<file path="src/rtl/cond_logic_pipe_if.sv">
// Bundle of the decoder/ALU controls into the condition unit and the gated enables back out.
// The master side drives instructions; the slave side is the condition unit.
interface cond_logic_pipe_if #(
  parameter int IT_DEPTH = 4,
  parameter int CW       = $clog2(IT_DEPTH + 1)
);
  logic                Stall;
  logic                Flush;
  logic [3:0]          Cond;
  logic [3:0]          ALUFlags;
  logic [1:0]          FlagW;
  logic                PCS;
  logic                RegW;
  logic                MemW;
  logic                NoWrite;
  logic                ItStart;
  logic [CW-1:0]       ItLen;
  logic [IT_DEPTH-1:0] ItMask;
  logic [3:0]          ItCond;
  logic                PCSrc;
  logic                RegWrite;
  logic                MemWrite;
  logic                CondEx;
  logic [3:0]          Flags;
  logic                ItActive;
  logic                ItErr;

  modport master (
    output Stall, Flush, Cond, ALUFlags, FlagW, PCS, RegW, MemW, NoWrite,
           ItStart, ItLen, ItMask, ItCond,
    input  PCSrc, RegWrite, MemWrite, CondEx, Flags, ItActive, ItErr
  );

  modport slave (
    input  Stall, Flush, Cond, ALUFlags, FlagW, PCS, RegW, MemW, NoWrite,
           ItStart, ItLen, ItMask, ItCond,
    output PCSrc, RegWrite, MemWrite, CondEx, Flags, ItActive, ItErr
  );
endinterface

</file>
<file path="src/rtl/cond_logic_pipe.sv">
// Condition-code unit: evaluates instruction/IT-block conditions against the
// architectural flags, gates write enables and tracks predicated blocks.
module cond_logic_pipe #(
  parameter int IT_DEPTH = 4,
  parameter int PIPE     = 1
) (
  input  logic               clk,
  input  logic               reset,
  cond_logic_pipe_if.slave   bus
);
  localparam int CW = $clog2(IT_DEPTH + 1);
  localparam int SW = (IT_DEPTH > 1) ? $clog2(IT_DEPTH) : 1;

  typedef enum logic {IDLE, ACTIVE} st_t;

  st_t                 state, state_nx;
  logic [SW-1:0]       slot, slot_nx;
  logic [CW-1:0]       rem, rem_nx;
  logic [3:0]          it_cond;
  logic [IT_DEPTH-1:0] it_mask;
  logic [3:0]          flags;
  logic                load;

  logic                active, live, cond_ex, wr_ok;
  logic                reg_we, mem_we, pc_src, it_err;
  logic [3:0]          eff;
  logic [CW-1:0]       len_c;

  function automatic logic eval(input logic [3:0] c, input logic [3:0] f);
    logic n, z, cy, v, r;
    n = f[3]; z = f[2]; cy = f[1]; v = f[0];
    case (c)
      4'b0000: r = z;
      4'b0001: r = ~z;
      4'b0010: r = cy;
      4'b0011: r = ~cy;
      4'b0100: r = n;
      4'b0101: r = ~n;
      4'b0110: r = v;
      4'b0111: r = ~v;
      4'b1000: r = cy & ~z;
      4'b1001: r = ~cy | z;
      4'b1010: r = (n == v);
      4'b1011: r = (n != v);
      4'b1100: r = ~z & (n == v);
      4'b1101: r = z | (n != v);
      4'b1110: r = 1'b1;
      default: r = 1'b0;
    endcase
    return r;
  endfunction

  // Inside a block, an else slot runs the base condition with its low bit flipped.
  always_comb begin
    active  = (state == ACTIVE);
    eff     = active ? (it_mask[slot] ? it_cond : {it_cond[3:1], ~it_cond[0]}) : bus.Cond;
    live    = ~bus.Stall & ~bus.Flush;
    cond_ex = eval(eff, flags) & live;
    wr_ok   = cond_ex & ~bus.ItStart;
    reg_we  = bus.RegW & wr_ok & ~bus.NoWrite;
    mem_we  = bus.MemW & wr_ok;
    pc_src  = bus.PCS & wr_ok;
    it_err  = active & bus.ItStart & live;
    len_c   = (bus.ItLen > CW'(IT_DEPTH)) ? CW'(IT_DEPTH) : bus.ItLen;
  end

  always_comb begin
    state_nx = state;
    slot_nx  = slot;
    rem_nx   = rem;
    load     = 1'b0;
    if (bus.Flush) begin
      state_nx = IDLE;
      slot_nx  = '0;
      rem_nx   = '0;
    end else if (!bus.Stall) begin
      case (state)
        IDLE: begin
          if (bus.ItStart && cond_ex && bus.ItLen != '0) begin
            state_nx = ACTIVE;
            slot_nx  = '0;
            rem_nx   = len_c;
            load     = 1'b1;
          end
        end
        ACTIVE: begin
          // A taken branch leaves the block at the same edge as the last slot would.
          if (pc_src || rem <= CW'(1)) begin
            state_nx = IDLE;
            slot_nx  = '0;
            rem_nx   = '0;
          end else begin
            slot_nx  = slot + SW'(1);
            rem_nx   = rem - CW'(1);
          end
        end
        default: state_nx = IDLE;
      endcase
    end
  end

  always_ff @(posedge clk or negedge reset) begin
    if (!reset) begin
      state   <= IDLE;
      slot    <= '0;
      rem     <= '0;
      it_cond <= '0;
      it_mask <= '0;
      flags   <= '0;
    end else begin
      state <= state_nx;
      slot  <= slot_nx;
      rem   <= rem_nx;
      if (load) begin
        it_cond <= bus.ItCond;
        it_mask <= bus.ItMask;
      end
      if (bus.FlagW[1] & cond_ex) flags[3:2] <= bus.ALUFlags[3:2];
      if (bus.FlagW[0] & cond_ex) flags[1:0] <= bus.ALUFlags[1:0];
    end
  end

  assign bus.Flags    = flags;
  assign bus.ItActive = active;

  generate
    if (PIPE != 0) begin : g_reg
      logic [4:0] o_q;
      always_ff @(posedge clk or negedge reset) begin
        if (!reset) o_q <= '0;
        else        o_q <= {pc_src, reg_we, mem_we, cond_ex, it_err};
      end
      assign {bus.PCSrc, bus.RegWrite, bus.MemWrite, bus.CondEx, bus.ItErr} = o_q;
    end else begin : g_comb
      assign {bus.PCSrc, bus.RegWrite, bus.MemWrite, bus.CondEx, bus.ItErr} =
             {pc_src, reg_we, mem_we, cond_ex, it_err};
    end
  endgenerate
endmodule

</file>
<file path="src/flat_wrapper.sv">
// flat-port wrapper written by rule: the top's interface ports become plain ports
module cond_logic_pipe_flat 
#(
  parameter int IT_DEPTH = 4,
  parameter int PIPE     = 1
)
  (clk, reset, bus_Stall, bus_Flush, bus_Cond, bus_ALUFlags, bus_FlagW, bus_PCS, bus_RegW, bus_MemW, bus_NoWrite, bus_ItStart, bus_ItLen, bus_ItMask, bus_ItCond, bus_PCSrc, bus_RegWrite, bus_MemWrite, bus_CondEx, bus_Flags, bus_ItActive, bus_ItErr);
  cond_logic_pipe_if #(.IT_DEPTH(IT_DEPTH)) bus_i ();
  input  logic clk;
  input  logic reset;
  input wire logic [$bits(bus_i.Stall)-1:0] bus_Stall;
  input wire logic [$bits(bus_i.Flush)-1:0] bus_Flush;
  input wire logic [$bits(bus_i.Cond)-1:0] bus_Cond;
  input wire logic [$bits(bus_i.ALUFlags)-1:0] bus_ALUFlags;
  input wire logic [$bits(bus_i.FlagW)-1:0] bus_FlagW;
  input wire logic [$bits(bus_i.PCS)-1:0] bus_PCS;
  input wire logic [$bits(bus_i.RegW)-1:0] bus_RegW;
  input wire logic [$bits(bus_i.MemW)-1:0] bus_MemW;
  input wire logic [$bits(bus_i.NoWrite)-1:0] bus_NoWrite;
  input wire logic [$bits(bus_i.ItStart)-1:0] bus_ItStart;
  input wire logic [$bits(bus_i.ItLen)-1:0] bus_ItLen;
  input wire logic [$bits(bus_i.ItMask)-1:0] bus_ItMask;
  input wire logic [$bits(bus_i.ItCond)-1:0] bus_ItCond;
  output wire logic [$bits(bus_i.PCSrc)-1:0] bus_PCSrc;
  output wire logic [$bits(bus_i.RegWrite)-1:0] bus_RegWrite;
  output wire logic [$bits(bus_i.MemWrite)-1:0] bus_MemWrite;
  output wire logic [$bits(bus_i.CondEx)-1:0] bus_CondEx;
  output wire logic [$bits(bus_i.Flags)-1:0] bus_Flags;
  output wire logic [$bits(bus_i.ItActive)-1:0] bus_ItActive;
  output wire logic [$bits(bus_i.ItErr)-1:0] bus_ItErr;
  assign bus_i.Stall = bus_Stall;
  assign bus_i.Flush = bus_Flush;
  assign bus_i.Cond = bus_Cond;
  assign bus_i.ALUFlags = bus_ALUFlags;
  assign bus_i.FlagW = bus_FlagW;
  assign bus_i.PCS = bus_PCS;
  assign bus_i.RegW = bus_RegW;
  assign bus_i.MemW = bus_MemW;
  assign bus_i.NoWrite = bus_NoWrite;
  assign bus_i.ItStart = bus_ItStart;
  assign bus_i.ItLen = bus_ItLen;
  assign bus_i.ItMask = bus_ItMask;
  assign bus_i.ItCond = bus_ItCond;
  assign bus_PCSrc = bus_i.PCSrc;
  assign bus_RegWrite = bus_i.RegWrite;
  assign bus_MemWrite = bus_i.MemWrite;
  assign bus_CondEx = bus_i.CondEx;
  assign bus_Flags = bus_i.Flags;
  assign bus_ItActive = bus_i.ItActive;
  assign bus_ItErr = bus_i.ItErr;
  cond_logic_pipe #(.IT_DEPTH(IT_DEPTH), .PIPE(PIPE)) u_core (.clk(clk), .reset(reset), .bus(bus_i));
endmodule
</file>
<file path="config.mk">
export PLATFORM = sky130hd
export DESIGN_NAME = cond_logic_pipe_flat
export DESIGN_NICKNAME = d
export VERILOG_FILES = /design/src/rtl/cond_logic_pipe_if.sv /design/src/rtl/cond_logic_pipe.sv /design/src/flat_wrapper.sv
export SDC_FILE = /design/constraint.sdc
export NUM_CORES = 1
export LEC_CHECK = 0
export ABC_CLOCK_PERIOD_IN_PS = 2500
export CAP_MARGIN = 20
export CORE_ASPECT_RATIO = 0.6
export CORE_MARGIN = 2
export CORE_UTILIZATION = 35
export DETAILED_ROUTE_END_ITERATION = 7
export HOLD_SLACK_MARGIN = 0.06
export SLEW_MARGIN = 5
export SYNTH_ARGS = -nofsm -noshare
export SYNTH_HDL_FRONTEND = slang
export SYNTH_SLANG_ARGS = --single-unit
</file>
<file path="constraint.sdc">
create_clock -name clk -period 2.5 [get_ports clk]
set_input_delay 0.25 -clock clk [delete_from_list [all_inputs] [get_ports clk]]
set_output_delay 0.25 -clock clk [all_outputs]
set_load 0.03 [all_outputs]
</file>
==> After elaboration in Yosys (flattened, before gate mapping) <==
Cells that the tools add are included.
{ "word_totals": {"latch_bits": 0, "mem_bits_ro": 0, "out_inout_bits": 10, "ram_bits": 0, "mem_count": 0, "register_bits": 23, "wordCells": 86} }
{ "op_classes": {"magnitude_cmp": 3, "reduce_logical": 6, "eq_ne": 18, "multipliers": 0, "mux": 24, "add_sub_neg": 2, "div": 0, "bitwise": 25, "shifts": 0} }
{ "op_table": {"columns": ["op", "count"], "rows": [
  ["4-bit equality test, second input constant", 7],
  ["4-bit by 3-bit equality test with 1-bit output, second input constant", 4],
  ["3-bit 2-to-1 mux", 5],
  ["1-bit one-hot mux with 15 select lines", 1],
  ["1-bit AND", 13],
  ["1-bit NOT", 10],
  ["1-bit 2-to-1 mux", 9],
  ["4-bit by 2-bit equality test with 1-bit output, second input constant", 2],
  ["2-bit 2-to-1 mux", 4],
  ["3-bit one-hot mux with 2 select lines", 1],
  ["4-bit by 1-bit equality test with 1-bit output, second input constant", 1],
  ["4-bit zero test", 1],
  ["4-bit 2-to-1 mux", 1],
  ["2-bit one-hot mux with 2 select lines", 1],
  ["3-bit > comparator, second input constant", 1],
  ["3-bit by 1-bit <= comparator with 1-bit output, second input constant", 1],
  ["2-bit by 3-bit less-than comparator with 1-bit output, second input constant", 1],
  ["3-bit by 2-bit != test with 1-bit output, second input constant", 1],
  ["3-bit nonzero test", 1],
  ["3-bit by 1-bit subtractor with 3-bit output, second input constant", 1],
  ["2-bit by 1-bit adder with 2-bit output, second input constant", 1],
  ["1-bit binary-select mux with 2-bit select", 1],
  ["1-bit logical AND", 2],
  ["2-bit by 1-bit != test with 1-bit output, second input constant", 1],
  ["other kinds (6)", 7]
]} }

==> Longest topological paths before layout <==
Gate-level depths: netlist of run 1.
{ "depth": {"word_depth": 14, "depth_mapped": 9} }

==> Least setup slack after synthesis of run 1 <==
No wires, ideal clock.
{ "synth_path": {"path_type": "reg2reg", "from": "reg u_core.state (netlist: u_core.bus.ItActive)", "to": "reg u_core.it_cond[0]", "slack_ns": -0.121, "arrival_ns": 2.496, "required_ns": 2.375, "stages_incl_launch_ff": 9, "path_cell_list": "dfrtp_1 buf_6 mux2i_4 mux2i_1 or4_1 nand4_1 a21oi_2 nor3_4 mux2_2"} }
{ "synth_via": {"elab_chain_len": 10, "word_cells_on_any_way": 24, "classes_between": "eq/ne: 14; mux: 6; bitwise: 1; reduce/logical: 3"} }
{ "synth_rtl": {"columns": ["item", "line", "source"], "rows": [
  ["start: declaration", "cond_logic_pipe.sv:16", "st_t state, state_nx;"],
  ["start signal: assignment", "cond_logic_pipe.sv:111", "state <= state_nx;"],
  ["4-bit 2-to-1 mux", "cond_logic_pipe.sv:56", "eff = active ? (it_mask[slot] ? it_cond : {it_cond[3:1], ~it_cond[0]}) : bus.Cond;"],
  ["4-bit equality test (tied with other cells)", "cond_logic_pipe.sv:32", "case (c)"],
  ["1-bit one-hot mux with 15 select lines", "cond_logic_pipe.sv:32", null],
  ["1-bit AND", "cond_logic_pipe.sv:58", "cond_ex = eval(eff, flags) & live;"],
  ["1-bit logical AND (2 in a row)", "cond_logic_pipe.sv:79", "if (bus.ItStart && cond_ex && bus.ItLen != '0) begin"],
  ["1-bit 2-to-1 mux", "cond_logic_pipe.sv:79", null],
  ["1-bit 2-to-1 mux *", "cond_logic_pipe.sv:77", "case (state)"],
  ["1-bit 2-to-1 mux *", "cond_logic_pipe.sv:76", "end else if (!bus.Stall) begin"],
  ["1-bit 2-to-1 mux *", "cond_logic_pipe.sv:72", "if (bus.Flush) begin"],
  ["end signal: assignment", "cond_logic_pipe.sv:115", "it_cond <= bus.ItCond;"],
  ["end: declaration", "cond_logic_pipe.sv:19", "logic [3:0] it_cond;"]
]} }
Every way passes the cells marked *; elsewhere a longest branch is shown, timed or not.
A chain may end at the register's enable or synchronous reset.

==> Final worst setup path of run 1 <==
{ "layout_path": {"from": "reg u_core.slot[0]", "to": "reg u_core.flags[0] (netlist: u_core.bus.Flags[0])"} }
{ "layout_via": {"elab_chain_len": 8, "word_cells_on_any_way": 22, "classes_between": "eq/ne: 14; mux: 5; bitwise: 2; reduce/logical: 1"} }
{ "layout_rtl": {"columns": ["item", "line", "source"], "rows": [
  ["start: declaration", "cond_logic_pipe.sv:17", "logic [SW-1:0] slot, slot_nx;"],
  ["start signal: assignment", "cond_logic_pipe.sv:112", "slot <= slot_nx;"],
  ["1-bit binary-select mux with 2-bit select *", "cond_logic_pipe.sv:56", null],
  ["1-bit 2-to-1 mux (not written as such) *", "cond_logic_pipe.sv:56", null],
  ["1-bit 2-to-1 mux *", "cond_logic_pipe.sv:56", null],
  ["4-bit 2-to-1 mux *", "cond_logic_pipe.sv:56", null],
  ["4-bit equality test (tied with other cells)", "cond_logic_pipe.sv:32", null],
  ["1-bit one-hot mux with 15 select lines *", "cond_logic_pipe.sv:32", null],
  ["1-bit AND *", "cond_logic_pipe.sv:58", null],
  ["named net u_core.cond_ex", "cond_logic_pipe.sv:24", "logic active, live, cond_ex, wr_ok;"],
  ["1-bit AND *", "cond_logic_pipe.sv:119", "if (bus.FlagW[0] & cond_ex) flags[1:0] <= bus.ALUFlags[1:0];"],
  ["end signal: assignment", "cond_logic_pipe.sv:119", null],
  ["end: declaration", "cond_logic_pipe.sv:21", "logic [3:0] flags;"]
]} }
Mark *: on every way through the listed nets, which the timed path passes. The rest lies on a longest branch. The select of a mux whose other input is x is not followed.

==> impl_metrics.csv, run 1 <==
group,metric,value,unit
placement,preCtsSetupSlack,-0.237,ns
finish,utilization,0.555,
route,num_vias,1197,
sta,skew,0.00417,ns
clocking,cts_tree,"yes",
route,ant_nets,0,
sta,slew_headroom,0.737,
global_route,grt_pass1_vias,1240,
synthesis,asyncSetResetFlopFracSynth,1.00,
synthesis,yosys.area.top_type_share,0.411,
setup_path,critPathMaxFanout,3,
route,wirelength,3.52,mm
synthesis,ys_top_cells_by_count,"dfrtp_1, mux2_2, nor2_1",
clocking,clkTransAtPathRegs,0.08,ns
finish,fill_cells,325,
outcome,status,"complete, but fails checks",
synthesis,syn_inst,126,
synthesis,synth.most_common_cell,"dfrtp_1",
synthesis,ys_seq_area_frac,0.411,
die,start_util,0.374,
placement,numPortBuffers,39,
route,drtPass1Iterations,4,
sta,finalCritPeriodShare,1.01,
pwr,leakage,0.847,nW
route,drc_errors,0,
synthesis,syn_avg_cell_area,11.1,sq um
route,via_per_inst,5.23,
sta,setup_viol,3,
synthesis,synth_nets,158,
outcome,violations,"setup timing",
die,die_h,53.0,microns
sta,worst_slew_pin_slew,0.395,ns
finish,areaGrowthSynthToFinish,48.3,%
global_route,grt_pass1_wl,5.89,mm
synthesis,yosysWarnings,0,
global_route,grt_usage,0.169,
clocking,clock_latency,0.27,ns
sta,holdWs,0.324,ns
setup_path,rrSetupSlack,-0.03,ns
finish,num_antenna_cells,0,
finish,fin_area,0.00208,sq mm
min_path,worstHoldPathType,"input port to async pin",
setup_path,cp-endpoint,"u_core.bus.Flags[0]$_DFFE_PN0P_",
die,die_area,0.00454,sq mm
setup_path,worstReg2RegStart,"u_core.slot[0]$_DFFE_PN0P_",
clocking,cts_root_buf,"clkbuf_8",
die,coreArea,0.00374,sq mm
clocking,clockBufferDepth,2,
finish,final_cells,229,
pwr,peakVddDrop,416,uV
pwr,fin_total_pwr,1.63,mW
die,rows,17,
clocking,cts.sinks,23,
synthesis,ys_ff_latch,23,
setup_path,r2r_cells,9,
global_route,grt-ovfl-total,0,
placement,placed_cell_area,0.00193,sq mm
setup_path,startpoint_type,"register",
synthesis,yosys-top-cells-area,"dfrtp_1, mux2_2, mux2i_1, nor2_1, o21ai_0",
finish,finalNetCount,215,
job,maxCapViolations,0,
clocking,h-tree-depth,1,
placement,place.gp.congestion,0.941,
synthesis,synth-edff-count,0,
sta,drv_slew,0,
placement,dp_cells,222,
clocking,numCtsBuffers,3,
sta,setup_ws,-0.0283,ns
placement,hpwl,2.75,mm
global_route,antenna_found_initial,0,
die,die_x,85.7,microns
route,wl_per_cell,15.4,microns
sta,finalSetupTns,-0.0323,ns
setup_path,path_class,"register to register",
sta,fin_crit,2.53,ns
setup_path,cp_data_required_time,2.65,ns
setup_path,arrival,2.68,ns
die,io_pins,40,
synthesis,synth_area,0.00140,sq mm
synthesis,yosysTopAreaCell,"dfrtp_1",
finish,final_layout_size_suffix_gt1_frac,0.302,
clocking,cts_hold_buf,0,
sta,rsz0062_at_grt,"true",
synthesis,ys_types,44,
synthesis,synthFlopType,"dfrtp_1",
setup_path,critPathCaptureType,"register",
sta,hold_viol_final,0,
route,first_iter_violations,35,
setup_path,cp-startpoint,"u_core.slot[0]$_DFFE_PN0P_",
setup_path,reg2reg_to,"u_core.bus.Flags[0]$_DFFE_PN0P_",
global_route,grt_max_degree,24,
pwr,power.density,786,mW/mm^2
sta,max_freq,0.396,GHz
critical path: stages (launching register included):
cell	delay (ns)
dfrtp_1	0.38
mux4_2	0.54
xnor2_2	0.18
mux2_4	0.33
a21oi_4	0.16
a21oi_2	0.08
buf_4	0.15
nor3_4	0.19
nand2_2	0.10
mux2_4	0.30
final cells by class:
cell class              count  area [sq um]  share of cell area
flip-flops and latches     23           577               0.278
clock inverters             1          5.00             0.00241
clock buffers               3          41.3              0.0199
repair buffers             55           543               0.261
inverters                   7          26.3              0.0126
well taps                  47          58.8              0.0283
multi-input cells          93           827               0.398
layout by cell type, fill, tap and decap left out, types with 3 or more instances in the layout:
| cell | count |
|---|---|
| mux2i_1 | 6 |
| o21ai_0 | 8 |
| buf_4 | 12 |
| inv_1 | 7 |
| nand2_1 | 4 |
| dfrtp_1 | 22 |
| clkbuf_8 | 3 |
| mux2_2 | 14 |
| a22oi_1 | 3 |
| clkdlybuf4s50_1 | 39 |
| nor2_1 | 11 |
| nor3_1 | 3 |
layer usage:
layer	global-route usage	vias to the layer above	wire (microns)
met5	0	-	0
met3	0.0468	4	202
met1	0.229	575	1720
li1	-	579	-
met2	0.264	39	1570
met4	0.0503	0	36
logic make-up (layout without fill, tap and decap cells):
logic type,after synthesis,after routing,share of synthesized area
xor+xnor,3,3,0.0188
simple gates,37,37,0.160
fa+ha+maj,2,2,0.0179
buf+inv,10,66,0.0429
mux,24,24,0.204
compound gates,27,27,0.146
flops,23,23,0.411
registers in the layout, summed over array words and instances, names as in the netlist:
name / flops
u_core.g_reg.o_q: 5
u_core.it_cond: 4
u_core.bus.ItActive: 1
u_core.it_mask: 4
u_core.rem: 3
u_core.slot: 2
u_core.bus.Flags: 4
worst min path at each step:
stage | from | end | slack, ns | cells past startpoint
CTS | reset | u_core.rem[0]$_DFFE_PN0P_ | 0.33 | 2
global placement | u_core.it_mask[3]$_DFFE_PN0P_ | u_core.it_mask[3]$_DFFE_PN0P_ | 0.49 | 1
global route | reset | u_core.slot[1]$_DFFE_PN0P_ | 0.38 | 2
floorplan | reset | u_core.bus.Flags[0]$_DFFE_PN0P_ | -0.05 | 0
finish | reset | u_core.rem[0]$_DFFE_PN0P_ | 0.32 | 2
detailed placement | u_core.it_mask[3]$_DFFE_PN0P_ | u_core.it_mask[3]$_DFFE_PN0P_ | 0.51 | 1
power breakdown:
group          switching (mW)  internal (mW)
sequential              0.111          0.478
combinational           0.382          0.431
clock                   0.121          0.111
what timing repair did:
| action | CTS | global route |
|---|---|---|
| pin swaps | 0 | 8 |
| endpoints found under the hold margin | 0 | 0 |
| setup buffers | 4 | 1 |
| setup endpoints to repair | 14 | 19 |
| gates resized for setup | 6 | 8 |
No activity file was read; power rests on OpenSTA's default activity.
==> inputs of run 2 (changes only) <==
- ABC_AREA: not set -> 0
- CORE_ASPECT_RATIO: 0.6 -> 0.9
==> run 2 against run 1 <==
Net effect: the run still ends with setup timing left; critical path depth stayed put; hold slack improved by 0.014 ns; die area is 0.35% lower; sequential share of layout area is 0.57 points lower; global-route usage decreased by 2.4 points; critical path type unchanged; largest power group unchanged; highest routed layer unchanged.
==> impl_metrics.csv, run 2 (synthesized netlist as in run 1, its figures left out) <==
group,metric,value,unit
clocking,cts.sinks,23,
clocking,clock_latency,0.26,ns
outcome,violations,"setup timing",
pwr,fin_total_pwr,1.68,mW
pwr,peakVddDrop,263,uV
finish,final_layout_size_suffix_gt1_frac,0.306,
setup_path,cpPeakStageDelay,0.55,ns
global_route,grt_max_degree,24,
placement,numPortBuffers,39,
global_route,grt_pass1_vias,1277,
route,via_per_inst,5.09,
clocking,cts_hold_buf,0,
finish,finalNetCount,219,
clocking,cts_tree,"yes",
route,ant_nets,0,
global_route,grt_usage,0.144,
sta,fin_crit,2.51,ns
finish,areaGrowthSynthToFinish,51.4,%
die,die_h,64.0,microns
pwr,power.density,794,mW/mm^2
sta,slew_headroom,0.743,
die,rows,21,
clocking,cts_root_buf,"clkbuf_8",
placement,dp_cells,223,
setup_path,startpoint_type,"register",
sta,rsz0062_at_grt,"true",
clocking,clockBufferDepth,2,
route,wl_per_cell,13.6,microns
finish,top_register,"u_core.g_reg.o_q",
setup_path,critPathCaptureType,"register",
clocking,clkTransAtPathRegs,0.08,ns
setup_path,cp_top_family,"multiplexers",
global_route,antenna_found_initial,0,
job,maxCapViolations,0,
route,first_iter_violations,69,
sta,finalCritPeriodShare,1.00,
setup_path,cp_data_required_time,2.64,ns
sta,setup_viol,3,
die,die_x,70.7,microns
die,die_area,0.00453,sq mm
sta,worst_slew_pin_slew,0.382,ns
sta,drv_slew,0,
sta,holdWs,0.338,ns
placement,hpwl,2.42,mm
finish,layout_commonest_cell,"clkdlybuf4s50_1",
setup_path,arrival,2.65,ns
route,wirelength,3.16,mm
sta,hold_viol_final,0,
pwr,leakage,0.877,nW
setup_path,cpMostUsedCell,"a21oi_4",
die,io_pins,40,
min_path,worstHoldPathType,"input port to async pin",
placement,preCtsSetupSlack,-0.170,ns
placement,place.gp.congestion,0.793,
setup_path,cp-startpoint,"u_core.slot[0]$_DFFE_PN0P_",
finish,largest_reg_flops,5,
clocking,h-tree-depth,1,
route,drtPass1Iterations,4,
route,num_vias,1180,
setup_path,critPathMaxFanout,3,
setup_path,path_cells,"mux4_2 > xnor2_2 > mux2_4 > a21oi_4 > a21oi_4 > buf_6 > nor3_4 > nand2_2 > mux2_2",
die,coreArea,0.00378,sq mm
setup_path,cpMaxStageDelayCell,"mux4_2",
sta,skew,0.00571,ns
setup_path,cp_num_buf_inv,1,
finish,final_cells,232,
route,drc_errors,0,
outcome,status,"complete, but fails checks",
finish,num_antenna_cells,0,
sta,setup_ws,-0.00975,ns
global_route,grt_pass1_wl,5.41,mm
global_route,grt-ovfl-total,0,
setup_path,worstReg2RegStart,"u_core.slot[0]$_DFFE_PN0P_",
setup_path,path_class,"register to register",
sta,max_freq,0.398,GHz
finish,mostFrequentLayoutCells,"clkdlybuf4s50_1, dfrtp_1, buf_4",
clocking,numCtsBuffers,3,
die,start_util,0.370,
sta,finalSetupTns,-0.0157,ns
-- run 2: per-stage QoR --
step / area, sq um / util
global route: 2120 / 0.561
floorplan: 1410 / -
detailed placement: 1950 / 0.514
global placement: 1950 / 0.514
finish: 2120 / 0.561
CTS: 2030 / 0.537
-- run 2: metal layers --
metal / share of wire / GRT usage
met1: 0.45 / 0.184
met2: 0.50 / 0.254
met3: 0.044 / 0.0174
met4: 0.0025 / 0.0472
met5: 0 / 0
-- run 2: final timing paths --
path                                                    to  slack, ns  depth (start not counted)
setup / recovery           u_core.bus.Flags[1]$_DFFE_PN0P_      -0.01                          9
hold / removal                  u_core.slot[1]$_DFFE_PN0P_       0.34                          2
setup reg to reg           u_core.bus.Flags[1]$_DFFE_PN0P_      -0.01                          9
hold reg to reg              u_core.it_mask[1]$_DFFE_PN0P_       0.52                          1
max in group asynchronous  u_core.bus.ItActive$_DFFE_PN0P_       1.91                          2
min in group clk             u_core.it_mask[1]$_DFFE_PN0P_       0.52                          1
-- run 2: cell type report --
cell class	instances	area, sq um
Clock buffer	4	45.0
Fill cell	326	1660
Inverter	7	26.3
Multi-Input combinational cell	93	852
Sequential cell	23	577
Tap cell	46	57.6
Timing Repair Buffer	59	564
-- run 2: what timing repair did --
action,in CTS,in global routing
gates resized for setup,6,18
pin swaps,1,9
setup buffers,1,4
endpoints found under the setup margin,15,18
-- run 2: where the power goes --
| group | total (mW) | switching, mW | internal (mW) |
|---|---|---|---|
| logic | 0.874 | 0.385 | 0.489 |
| clock network | 0.220 | 0.106 | 0.113 |
| registers | 0.591 | 0.113 | 0.479 |
==> inputs of run 3 (changes only) <==
- CORE_UTILIZATION: 35 -> 25
==> run 3 against run 2 <==
Net effect: the run now ends clean; non-clock buffer count fell by 2; final cell count increased by 8.2%; design area down 2.8%; flip-flop and latch count unchanged; critical path type unchanged; first-iteration DRC count is 77% lower; sequential power barely moved; power is 7.9% lower; combinational power is 16% lower; critical path depth down 1; register-to-register slack gained 0.06 ns; core utilization fell by 17 points.
==> impl_metrics.csv, run 3 (synthesized netlist as in run 1, its figures left out) <==
group,metric,value,unit
sta,worst_slew_pin_slew,0.347,ns
setup_path,arrival,2.60,ns
pwr,fin_total_pwr,1.55,mW
sta,skew,0.00334,ns
setup_path,r2r_cells,8,
setup_path,critPathMaxFanout,6,
clocking,clkTransAtPathRegs,0.08,ns
min_path,worstHoldPathType,"input port to async pin",
job,maxCapViolations,0,
pwr,pwr-share-clk,0.147,
route,num_vias,1136,
setup_path,cp.depth,8,
sta,hold_viol_final,0,
setup_path,cp_top_family,"multiplexers",
global_route,grt_usage,0.103,
sta,slew_headroom,0.763,
setup_path,rrSetupSlack,0.05,ns
sta,finalCritPeriodShare,0.980,
placement,numPortBuffers,39,
setup_path,worstReg2RegStart,"u_core.slot[0]$_DFFE_PN0P_",
sta,rsz0062_at_grt,"true",
clocking,clockBufferDepth,2,
route,ant_nets,0,
setup_path,cp_data_required_time,2.65,ns
setup_path,cpPeakStageDelay,0.54,ns
pwr,p_sw,0.564,mW
die,die_x,82.9,microns
route,via_per_inst,4.53,
clocking,cts_root_buf,"clkbuf_8",
clocking,h-tree-depth,1,
finish,fill_cells,542,
die,die_h,75.0,microns
clocking,clock_latency,0.26,ns
clocking,cts_hold_buf,0,
route,first_iter_violations,16,
setup_path,cp-startpoint,"u_core.slot[0]$_DFFE_PN0P_",
finish,finalNetCount,217,
finish,largest_reg_flops,5,
route,drc_errors,0,
finish,top_register,"u_core.g_reg.o_q",
pwr,peakVddDrop,388,uV
sta,max_freq,0.408,GHz
setup_path,reg2reg_to,"u_core.it_mask[1]$_DFFE_PN0P_",
setup_path,cp-endpoint,"u_core.it_mask[1]$_DFFE_PN0P_",
placement,place.gp.congestion,0.842,
pwr,power_frac_comb,0.474,
pwr,leakage,0.834,nW
route,drtPass1Iterations,4,
setup_path,cpMaxStageDelayCell,"mux4_2",
finish,areaGrowthSynthToFinish,47.1,%
pwr,swShare,0.363,
setup_path,path_class,"register to register",
finish,final_layout_size_suffix_gt1_frac,0.293,
pwr,power.density,753,mW/mm^2
placement,placed_cell_area,0.00197,sq mm
route,wl_per_cell,12.4,microns
sta,setup_viol,0,
setup_path,startpoint_type,"register",
route,wirelength,3.12,mm
setup_path,critPathCaptureType,"register",
global_route,grt_max_degree,24,
setup_path,path_cells,"mux4_2 > xnor2_2 > mux2_2 > a21oi_2 > a21oi_2 > nor3_4 > buf_6 > mux2_2",
sta,fin_crit,2.45,ns
finish,utilization,0.388,
global_route,grt_pass1_vias,1192,
clocking,cts_tree,"yes",
outcome,status,"completed",
finish,num_antenna_cells,0,
finish,mostFrequentLayoutCells,"clkdlybuf4s50_1, dfrtp_1, mux2_2",
clocking,cts.sinks,23,
global_route,busiest_layer,"met2",
pwr,seq_power_share,0.379,
global_route,met3_usage,0.0263,
clocking,numCtsBuffers,3,
setup_path,cp_num_buf_inv,1,
sta,drv_slew,0,
die,die_area,0.00622,sq mm
global_route,use_met1,0.122,
die,io_pins,40,
die,coreArea,0.00532,sq mm
global_route,antenna_found_initial,0,
finish,layout_commonest_cell,"clkdlybuf4s50_1",
pwr,p_int,0.988,mW
global_route,use_met2,0.194,
finish,fin_area,0.00206,sq mm
global_route,grt-ovfl-total,0,
placement,hpwl,2.54,mm
global_route,grt_pass1_wl,5.26,mm
die,rows,25,
die,start_util,0.264,
run 3: cell count changes in the layout (fill, tap and decap cells not counted), sizes merged:
cell | previous run | this run
buf | 20 | 18
clkbuf | 4 | 3
clkinv | 0 | 1
run 3: power groups by stage:
stage	combinational (mW)	clock (mW)	sequential, mW
after global routing	0.802	0.257	0.609
final	0.735	0.229	0.588
after detailed placement	0.715	0	0.599
after CTS	0.732	0.237	0.593
after global placement	0.708	0	0.595
after floorplan	0.393	0	0.647
run 3: final cells by class:
cell class                      instances  area, sq um  share of cell area
Multi-Input combinational cell         93          792               0.384
Sequential cell                        23          577               0.280
Clock buffer                            3         41.3              0.0200
Tap cell                               67         83.8              0.0407
Inverter                                7         26.3              0.0127
Clock inverter                          1         5.00             0.00243
Timing Repair Buffer                   57          537               0.260
run 3: layer usage:
metal / share of wire / vias up / routed length (microns)
met4: 0.0061 / 0 / 19
li1: - / 578 / -
met5: 0 / - / 0
met2: 0.50 / 15 / 1580
met1: 0.46 / 541 / 1430
met3: 0.033 / 2 / 102
run 3: what timing repair did:
| action | CTS | global route |
|---|---|---|
| resized for setup | 4 | 5 |
| pin swaps | 3 | 5 |
| hold endpoints to repair | 0 | 0 |
| setup endpoints to repair | 16 | 18 |
| buffers inserted | 0 | 2 |
run 3: how the worst min path moves through the flow:
| stage | to | start | slack, ns | cells after the start |
|---|---|---|---|---|
| finish | u_core.rem[0]$_DFFE_PN0P_ | reset | 0.34 | 2 |
| global route | u_core.it_mask[3]$_DFFE_PN0P_ | reset | 0.37 | 2 |
| CTS | u_core.slot[0]$_DFFE_PN0P_ | reset | 0.35 | 2 |
| detailed placement | u_core.it_mask[2]$_DFFE_PN0P_ | u_core.it_mask[2]$_DFFE_PN0P_ | 0.50 | 1 |
| global placement | u_core.it_mask[2]$_DFFE_PN0P_ | u_core.it_mask[2]$_DFFE_PN0P_ | 0.49 | 1 |
| floorplan | u_core.bus.Flags[0]$_DFFE_PN0P_ | reset | -0.05 | 0 |
run 3: stage by stage:
step	worst slack (ns)	setup TNS [ns]	std cells	hold slack [ns]
2_1_floorplan	-0.0529	-0.424	126	-0.0456
3_3_place_gp	-0.127	-1.33	245	0.488
3_5_place_dp	-0.145	-1.46	245	0.495
4_1_cts	-0.00613	-0.00758	249	0.350
5_1_grt	-0.0883	-1.13	251	0.372
6_report	0.0488	0	251	0.335
